$ cat src/rtl/counter_cascade_nd.sv
// Cascaded multi-digit up/down counter: NDIG stages of DW bits, each modulo MODV,
// with parallel load, terminal count, optional saturation and sticky overflow.
module counter_cascade_nd #(
  parameter int NDIG = 2,
  parameter int DW   = 4,
  parameter int MODV = 16,
  parameter int SAT  = 0
) (
  input  logic                 clk,
  input  logic                 clr,
  input  logic                 l,
  input  logic                 s_s,
  input  logic                 up,
  input  logic [NDIG*DW-1:0]   d,
  output logic [NDIG*DW-1:0]   c,
  output logic [NDIG-1:0]      cr,
  output logic                 tc,
  output logic                 ovf
);

  localparam logic [DW-1:0] MAXV = DW'(MODV - 1);
  localparam logic [DW:0]   MODW = (DW + 1)'(MODV);

  logic [DW-1:0] dig_reg  [NDIG];
  logic [DW-1:0] dig_next [NDIG];
  logic [DW-1:0] load_dig [NDIG];
  logic [DW-1:0] step_dig [NDIG];
  logic [NDIG-1:0] at_term;
  logic [NDIG-1:0] step_en;
  logic            ovf_reg;
  logic            sat_hold;

  // In saturate mode a terminal edge freezes every digit instead of wrapping.
  assign sat_hold = (SAT != 0) && tc;

  generate
    for (genvar gi = 0; gi < NDIG; gi++) begin : g_dig
      assign c[gi*DW +: DW] = dig_reg[gi];
      assign at_term[gi]    = up ? (dig_reg[gi] == MAXV) : (dig_reg[gi] == '0);
      // Prefix AND keeps the ripple chain free of self-referencing vector bits.
      assign cr[gi]         = s_s & (&at_term[gi:0]);

      if (gi == 0) begin : g_first
        assign step_en[gi] = 1'b1;
      end else begin : g_rest
        assign step_en[gi] = cr[gi-1];
      end

      assign load_dig[gi] = ({1'b0, d[gi*DW +: DW]} >= MODW) ? MAXV : d[gi*DW +: DW];
      assign step_dig[gi] = at_term[gi] ? (up ? '0 : MAXV)
                                        : (up ? dig_reg[gi] + 1'b1 : dig_reg[gi] - 1'b1);
      assign dig_next[gi] = l                                 ? load_dig[gi] :
                            (s_s && step_en[gi] && !sat_hold) ? step_dig[gi] :
                                                                dig_reg[gi];
    end
  endgenerate

  assign tc  = cr[NDIG-1];
  assign ovf = ovf_reg;

  always_ff @(posedge clk or negedge clr) begin
    if (!clr) begin
      for (int i = 0; i < NDIG; i++) dig_reg[i] <= '0;
      ovf_reg <= 1'b0;
    end else begin
      for (int i = 0; i < NDIG; i++) dig_reg[i] <= dig_next[i];
      if (l)       ovf_reg <= 1'b0;
      else if (tc) ovf_reg <= 1'b1;
    end
  end

endmodule

$ cat config.mk
export PLATFORM = sky130hd
export DESIGN_NAME = counter_cascade_nd
export DESIGN_NICKNAME = d
export VERILOG_FILES = /design/src/rtl/counter_cascade_nd.sv
export SDC_FILE = /design/constraint.sdc
export NUM_CORES = 1
export LEC_CHECK = 0
export ABC_AREA = 1
export CORE_MARGIN = 3
export CORE_UTILIZATION = 48
export DETAILED_ROUTE_END_ITERATION = 16
export GPL_ROUTABILITY_DRIVEN = 0
export PLACE_DENSITY_LB_ADDON = 0.08
export SLEW_MARGIN = 20
export SYNTH_ARGS = -nofsm -noshare
export SYNTH_HDL_FRONTEND = slang
export SYNTH_SLANG_ARGS = --single-unit
$ cat constraint.sdc
create_clock -name clk -period 4 [get_ports clk]
set_input_delay 0.8 -clock clk [delete_from_list [all_inputs] [get_ports clk]]
set_output_delay 0.8 -clock clk [all_outputs]
set_load 0.005 [all_outputs]
# Word-level counts from Yosys, hierarchy flattened
# Cells that the tools add are included.
[word_totals] ff_bits=9
[classes] addsub=4 n_eq_ne=2 muxes=13 bitwise_logic=2 n_reduce_logical=7
[op_table] cell="2-to-1 mux 4 bit" count=9
[op_table] cell="adder 4 x 1 -> 4 bit (second input constant)" count=2
[op_table] cell="== test 4 bit (second input constant)" count=2
[op_table] cell="logical NOT 4 bit" count=2
[op_table] cell="subtractor 4 x 1 -> 4 bit (second input constant)" count=2
[op_table] cell="nonzero test 2 bit" count=3
[op_table] cell="2-to-1 mux 1 bit" count=4
[op_table] cell="AND 1 bit" count=2
[op_table] cell="AND reduction 2 bit" count=1
[op_table] cell="logical AND 1 bit" count=1

# Logic depth before layout (Yosys ltp)
# Gate-level depths: netlist of run 1.
[logic_depth] word_depth=6 mapped_depth=10 depth_no_buf=10

# Worst setup path after synthesis of run 1
# No wires, ideal clock.
[synth_timing] path_type="input-to-output" startpoint="in up" endpoint="out cr[1]" t_arrival_ps=1459 required_time_ps=3200 slack_ps=1741 stages=8 path_buffers=1 path_cell_list="nor2_1 > nand3_1 > nand2_2 > nand2_4 > inv_2 > nand2_2 > inv_1 > buf_4"
[synth_between] elab_chain_cells=3
[synth_rtl] element="start, declared" line_no="13" rtl="input logic up,"
[synth_rtl] element="2-to-1 mux 1 bit" line_no="39" rtl="assign at_term[gi] = up ? (dig_reg[gi] == MAXV) : (dig_reg[gi] == '0);"
[synth_rtl] element="AND reduction 2 bit (*)" line_no="41" rtl="assign cr[gi] = s_s & (&at_term[gi:0]);"
[synth_rtl] element="AND 1 bit (*)" line_no="41"
[synth_rtl] element="end, declared" line_no="16" rtl="output logic [NDIG-1:0] cr,"
# Mark *: on every way between the ends. The rest lies on a longest branch, timed or not.

# Final worst setup path of run 1
# Ends and elaborated chain as after synthesis.

==> impl_metrics.tcl, run 1 <==
set metrics [dict create \
    outcome "complete, no violations" \
    ys_ff_latch 9 \
    hold_path_class "reg2reg" \
    dpl.hpwl_mm 1.53 \
    crit_fanout 7 \
    die_w_um 45.5 \
    fin_worst_skew_ns 0.00119 \
    grt.total_usage_pct 21.4 \
    multi_input_area_um2 462 \
    setup_ws_ns 0.728 \
    grt_max_degree 16 \
    path_class "in2out" \
    fmax_mhz 306 \
    clk_pin_slew_ns 0.06 \
    yosysUniqueCellTypes 25 \
    setup_viol 0 \
    cts_root_buf "clkbuf_4" \
    hold_viol 0 \
    finalCritPeriodShare_pct 81.8 \
    via_per_inst 5.52 \
    hold_buffers 0 \
    antenna_found_initial 0 \
    cts_buffer_depth 2 \
    nFillCells 114 \
    grt_pass1_vias 736 \
    worstReg2RegEnd "c[7]" \
    tightestPinTransition_ns 0.437 \
    syn2layout_area_growth_pct 36.5 \
    ys_top_cells_by_area "dfrtp_1 (30%), nand2_1 (15%), ha_1 (6.7%), nand3_1 (6.7%), inv_1 (6.0%)" \
    postCtsSetupRepairBufs 0 \
    min_from "c[3]" \
    powerDensity_nw_per_um2 362 \
    r2r.worst_path.cells 8 \
    synth.largest_area_cell "dfrtp_1" \
    first_pass_iters 4 \
    htreeDepth 1 \
    final.min_clock_period_ns 3.27 \
    drcViolationCount 0 \
    yosys.area.top_type_share_pct 30.1 \
    core-area_um2 1380 \
    syn_nets 125 \
    std_cell_rows 13 \
    io_buffers 24 \
    place_area_um2 995 \
    yosysSeqAreaShare_pct 30.1 \
    clock_latency_ns 0.26 \
    synth_area_per_cell_um2 7.06 \
    overflow 0 \
    dieHeight_um 45.5 \
    slew_violations 0 \
    routedWlPerCell_um 13.2 \
    min_to "c[3]" \
    ant_nets 0 \
    r2r-start "c[6]" \
    worstPathArrival_ns 2.47 \
    place_ws_ns 0.740 \
    cellLeakagePower_nw 0.534 \
    routed_wl_mm 1.94 \
    cts_tree "done" \
    vias 811 \
    cts_resized 0 \
    stdcell_area_um2 1020 \
    layout.nets 152 \
    r2r_setup_slack_ns 2.47 \
    grt_pass1_wl_mm 3.19 \
    dieArea_um2 2070 \
    initial_core_util_pct 54.1 \
    largest_reg_flops 8 \
    io_pins 25 \
    ys_warn_count 0 \
    peakVddDrop_mv 0.189 \
    power_mw 0.370 \
    cp.required_ns 3.20 \
    tns_ns 0 \
    drt_iter0_drc 23 \
    cp-end-kind "primary output" \
    syn_area_um2 748 \
    cts_buffers 3 \
    antenna_cells 0 \
    cts_num_sinks 9 \
    syn_inst 106 \
    relSlewSlack_pct 70.8 \
    min_path_cells 2 \
    grt_setup_unrepaired "false" \
    cp-start-kind "input port" \
    seq_area_um2 225 \
    max_cap_violations 0 \
    drive_gt1_share_pct 9.09 \
]
==> logic make-up (layout without fill, tap and decap cells) <==
family | count (synthesis) | count (layout) | synth area share, %
simple gates | 61 | 61 | 36.6
xor+xnor | 2 | 2 | 2.34
compound gates | 13 | 13 | 10.7
buf+inv | 15 | 41 | 8.19
fa+ha+maj | 6 | 6 | 12.0
flops | 9 | 9 | 30.1
==> through the flow <==
step / util, % / hold slack (ns) / std cells
2_1_floorplan: - / 0.504 / 106
3_3_place_gp: 71.9 / 0.521 / 143
3_5_place_dp: 71.9 / 0.533 / 143
4_1_cts: 73.8 / 0.548 / 147
5_1_grt: 73.8 / 0.572 / 147
6_report: 73.8 / 0.545 / 147
==> how the worst max path moves through the flow <==
stage | end | depth (start not counted) | startpoint | slack [ns]
2_1_floorplan | cr[1] | 8 | up | 1.74
3_3_place_gp | tc | 10 | up | 0.79
3_5_place_dp | cr[1] | 10 | up | 0.74
4_1_cts | cr[1] | 10 | up | 0.73
5_1_grt | cr[1] | 8 | up | 0.61
6_report | cr[1] | 10 | up | 0.73
==> where the power goes <==
group          internal [mW]  total [mW]  switching, mW
registers              0.107       0.134         0.0268
logic                 0.0865       0.165         0.0789
clock network         0.0385      0.0710         0.0325
total                  0.232       0.370          0.138
==> Yosys cell counts <==
cell	n
a21oi_1	3
a21oi_2	1
a22oi_1	1
a31oi_1	1
buf_2	1
buf_4	1
dfrtp_1	9
fa_1	2
ha_1	4
inv_1	12
inv_2	1
nand2_1	30
nand2_2	3
nand2_4	1
nand3_1	10
nand3b_1	2
nand4_1	1
nor2_1	11
nor2_2	1
o211ai_1	1
o21ai_0	3
o22ai_1	2
o31ai_1	1
or2_2	2
xor2_1	2
==> cell usage in the layout (no fill, tap or decap), types with 2 or more instances in the layout <==
master / n
a21oi_1: 3
clkbuf_4: 3
clkdlybuf4s50_1: 24
dfrtp_1: 9
fa_1: 2
ha_1: 4
inv_1: 12
nand2_1: 30
nand2_2: 3
nand3_1: 10
nand3b_1: 2
nor2_1: 11
o21ai_0: 3
o22ai_1: 2
or2_2: 2
xor2_1: 2
==> cell type report <==
| type | count | share of cell area, % |
|---|---|---|
| multi-input combinational | 82 | 45.2 |
| timing repair buffer | 24 | 23.5 |
| sequential | 9 | 22.1 |
| inverter | 13 | 4.78 |
| clock buffer | 4 | 2.57 |
| tap | 15 | 1.84 |
==> critical path: stages <==
cell and delay [ns]:
clkdlybuf4s50_1 0.55, nand2_1 0.07, inv_1 0.09, nand2_2 0.09
nand2_2 0.10, nand2_4 0.08, inv_2 0.07, nand2_2 0.05
inv_1 0.07, clkdlybuf4s50_1 0.50
==> routing by layer <==
layer	routed length [µm]	share of wire [%]	GRT usage, %
met2	982	51	34.3
met3	98	5.1	4.35
met4	14	0.72	8.19
met5	0	0	0
met1	841	43	28.1
(Power assumes the default switching activity.)
==> inputs of run 2 (changes only) <==
--- a/config.mk
+++ b/config.mk
@@ -7,7 +7,7 @@
 export LEC_CHECK = 0
 export ABC_AREA = 1
 export CORE_MARGIN = 3
-export CORE_UTILIZATION = 48
+export CORE_UTILIZATION = 40
 export DETAILED_ROUTE_END_ITERATION = 16
 export GPL_ROUTABILITY_DRIVEN = 0
 export PLACE_DENSITY_LB_ADDON = 0.08
==> constraint.sdc (replaced) <==
create_clock -name clk -period 2.8 [get_ports clk]
set_input_delay 0.56 -clock clk [delete_from_list [all_inputs] [get_ports clk]]
set_output_delay 0.56 -clock clk [all_outputs]
set_load 0.005 [all_outputs]
==> run 2 against run 1 <==
Effect of this change: hold slack got worse by 0.016 ns; sequential cell count unchanged; critical endpoint unchanged; register-to-register slack got worse by 1.2 ns; via count decreased by 6.4%; clock power increased by 41%.
==> impl_metrics.tcl, run 2 (synthesis results as in run 1) <==
set metrics [dict create \
    outcome "complete, no violations" \
    clock_latency_ns 0.25 \
    final.min_clock_period_ns 2.45 \
    htreeDepth 1 \
    grt_max_degree 16 \
    fmax_mhz 408 \
    via_per_inst 4.80 \
    die_w_um 49.3 \
    p_sw_share_pct 36.8 \
    cts_num_sinks 9 \
    routedWlPerCell_um 11.3 \
    drive_gt1_share_pct 9.77 \
    relSlewSlack_pct 71.8 \
    slew_violations 0 \
    cp.required_ns 2.24 \
    grt_setup_unrepaired "false" \
    finalCritPeriodShare_pct 87.4 \
    fin_worst_skew_ns 0.00307 \
    io_buffers 24 \
    grt_pass1_vias 729 \
    std_cell_rows 15 \
    cts_buffers 3 \
    largest_reg_flops 8 \
    final_util_pct 59.8 \
    path_class "reg2out" \
    nFillCells 169 \
    crit_fanout 7 \
    overflow 0 \
    r2r_setup_slack_ns 1.24 \
    max_cap_violations 0 \
    antenna_found_initial 0 \
    power_mw 0.524 \
    worstPathArrival_ns 1.89 \
    peakVddDrop_mv 0.340 \
    antenna_cells 0 \
    dpl.hpwl_mm 1.44 \
    hold_viol 0 \
    setup_viol 0 \
    switching_power_mw 0.193 \
    syn2layout_area_growth_pct 39.5 \
    core-area_um2 1750 \
    drcViolationCount 0 \
    clkPwrFrac_pct 19.1 \
    dieHeight_um 49.3 \
    clk_pin_slew_ns 0.06 \
    cellLeakagePower_nw 0.547 \
    cts_buffer_depth 2 \
    intPower_mw 0.331 \
    seq_area_um2 225 \
    hold_ws_ns 0.529 \
    cts_root_buf "clkbuf_4" \
    cts_tree "done" \
    initial_core_util_pct 42.9 \
    tightestPinTransition_ns 0.423 \
    drt_iter0_drc 15 \
    layout.nets 153 \
    hold_path_class "reg2reg" \
    ant_nets 0 \
    routed_wl_mm 1.79 \
    vias 759 \
    cp-start-kind "flop" \
    multi_input_area_um2 462 \
    powerDensity_nw_per_um2 502 \
    first_pass_iters 4 \
    cp-end-kind "primary output" \
    grt.total_usage_pct 16.4 \
    pwr-share-comb_pct 44.6 \
    layout_commonest_cell "nand2_1" \
    tns_ns 0 \
    dieArea_um2 2430 \
    io_pins 25 \
    grt_pass1_wl_mm 3.10 \
    p_seq_share_pct 36.3 \
    mostFrequentLayoutCells "nand2_1 (30), clkdlybuf4s50_1 (23), inv_1 (12), nor2_1 (11), nand3_1 (10)" \
]
[run 2: cell types whose count changed in the layout (fill, tap and decap cells not counted)]
cell,change
dlymetal6s2s_1,+1
buf_4,+1
clkdlybuf4s50_1,-1
[run 2: power by group through the flow]
stage          clock [mW]  combinational [mW]  sequential, mW
2_1_floorplan           0               0.135           0.185
3_3_place_gp            0               0.230           0.192
3_5_place_dp            0               0.234           0.193
4_1_cts             0.105               0.236           0.190
5_1_grt             0.111               0.266           0.195
6_report            0.100               0.234           0.190
[run 2: worst paths after layout]
path / from / cells after the start / end
min reg2reg: ovf / 2 / ovf
max in group asynchronous: clr / 1 / c[3]
min in group asynchronous: clr / 1 / c[6]
max reg2reg: c[6] / 8 / c[7]
max: c[0] / 9 / cr[1]
min: ovf / 2 / ovf
[run 2: metal layers]
| metal | wire length [µm] | track usage [%] | up-vias |
|---|---|---|---|
| met1 | 853 | 20.8 | 344 |
| met5 | 0 | 0 | - |
| li1 | - | - | 395 |
| met3 | 92 | 3.67 | 2 |
| met4 | 17 | 7.58 | 0 |
| met2 | 830 | 26.1 | 18 |
[run 2: final cells by class]
class	count	share of cell area [%]
clock buffers	4	2.52
inverters	13	4.68
multi-input cells	82	44.2
flip-flops and latches	9	21.6
repair buffers	25	24.0
well taps	25	3.00
[run 2: critical path, stage by stage (launching register included)]
cell and delay (ns):
dfrtp_1 0.49, nand2_1 0.10, nor2_2 0.10, nand2_2 0.08
nand2_2 0.09, nand2_4 0.07, inv_2 0.07, nand2_2 0.05
inv_1 0.07, clkdlybuf4s50_1 0.50
[run 2: metrics by stage]
step | area, µm² | std cells | setup WS (ns)
floorplan | 748 | 106 | 1.02
global placement | 1010 | 154 | 0.0897
detailed placement | 1010 | 154 | 0.0474
CTS | 1040 | 158 | 0.0263
global route | 1040 | 158 | 0.198
finish | 1040 | 158 | 0.351
[run 2: repair_timing]
action | 4_1_cts | 5_1_grt
gates resized for setup | 0 | 1
setup buffers | 0 | 0
hold buffers | 0 | 0
endpoints found under the setup margin | 0 | 2
==> inputs of run 3 (changes only) <==
--- a/config.mk
+++ b/config.mk
@@ -6,6 +6,7 @@
 export NUM_CORES = 1
 export LEC_CHECK = 0
 export ABC_AREA = 1
+export ABC_CLOCK_PERIOD_IN_PS = 2800
 export CORE_MARGIN = 3
 export CORE_UTILIZATION = 40
 export DETAILED_ROUTE_END_ITERATION = 16
==> results of run 3 <==
Final layout, timing and power as in run 2 (identical DEF).
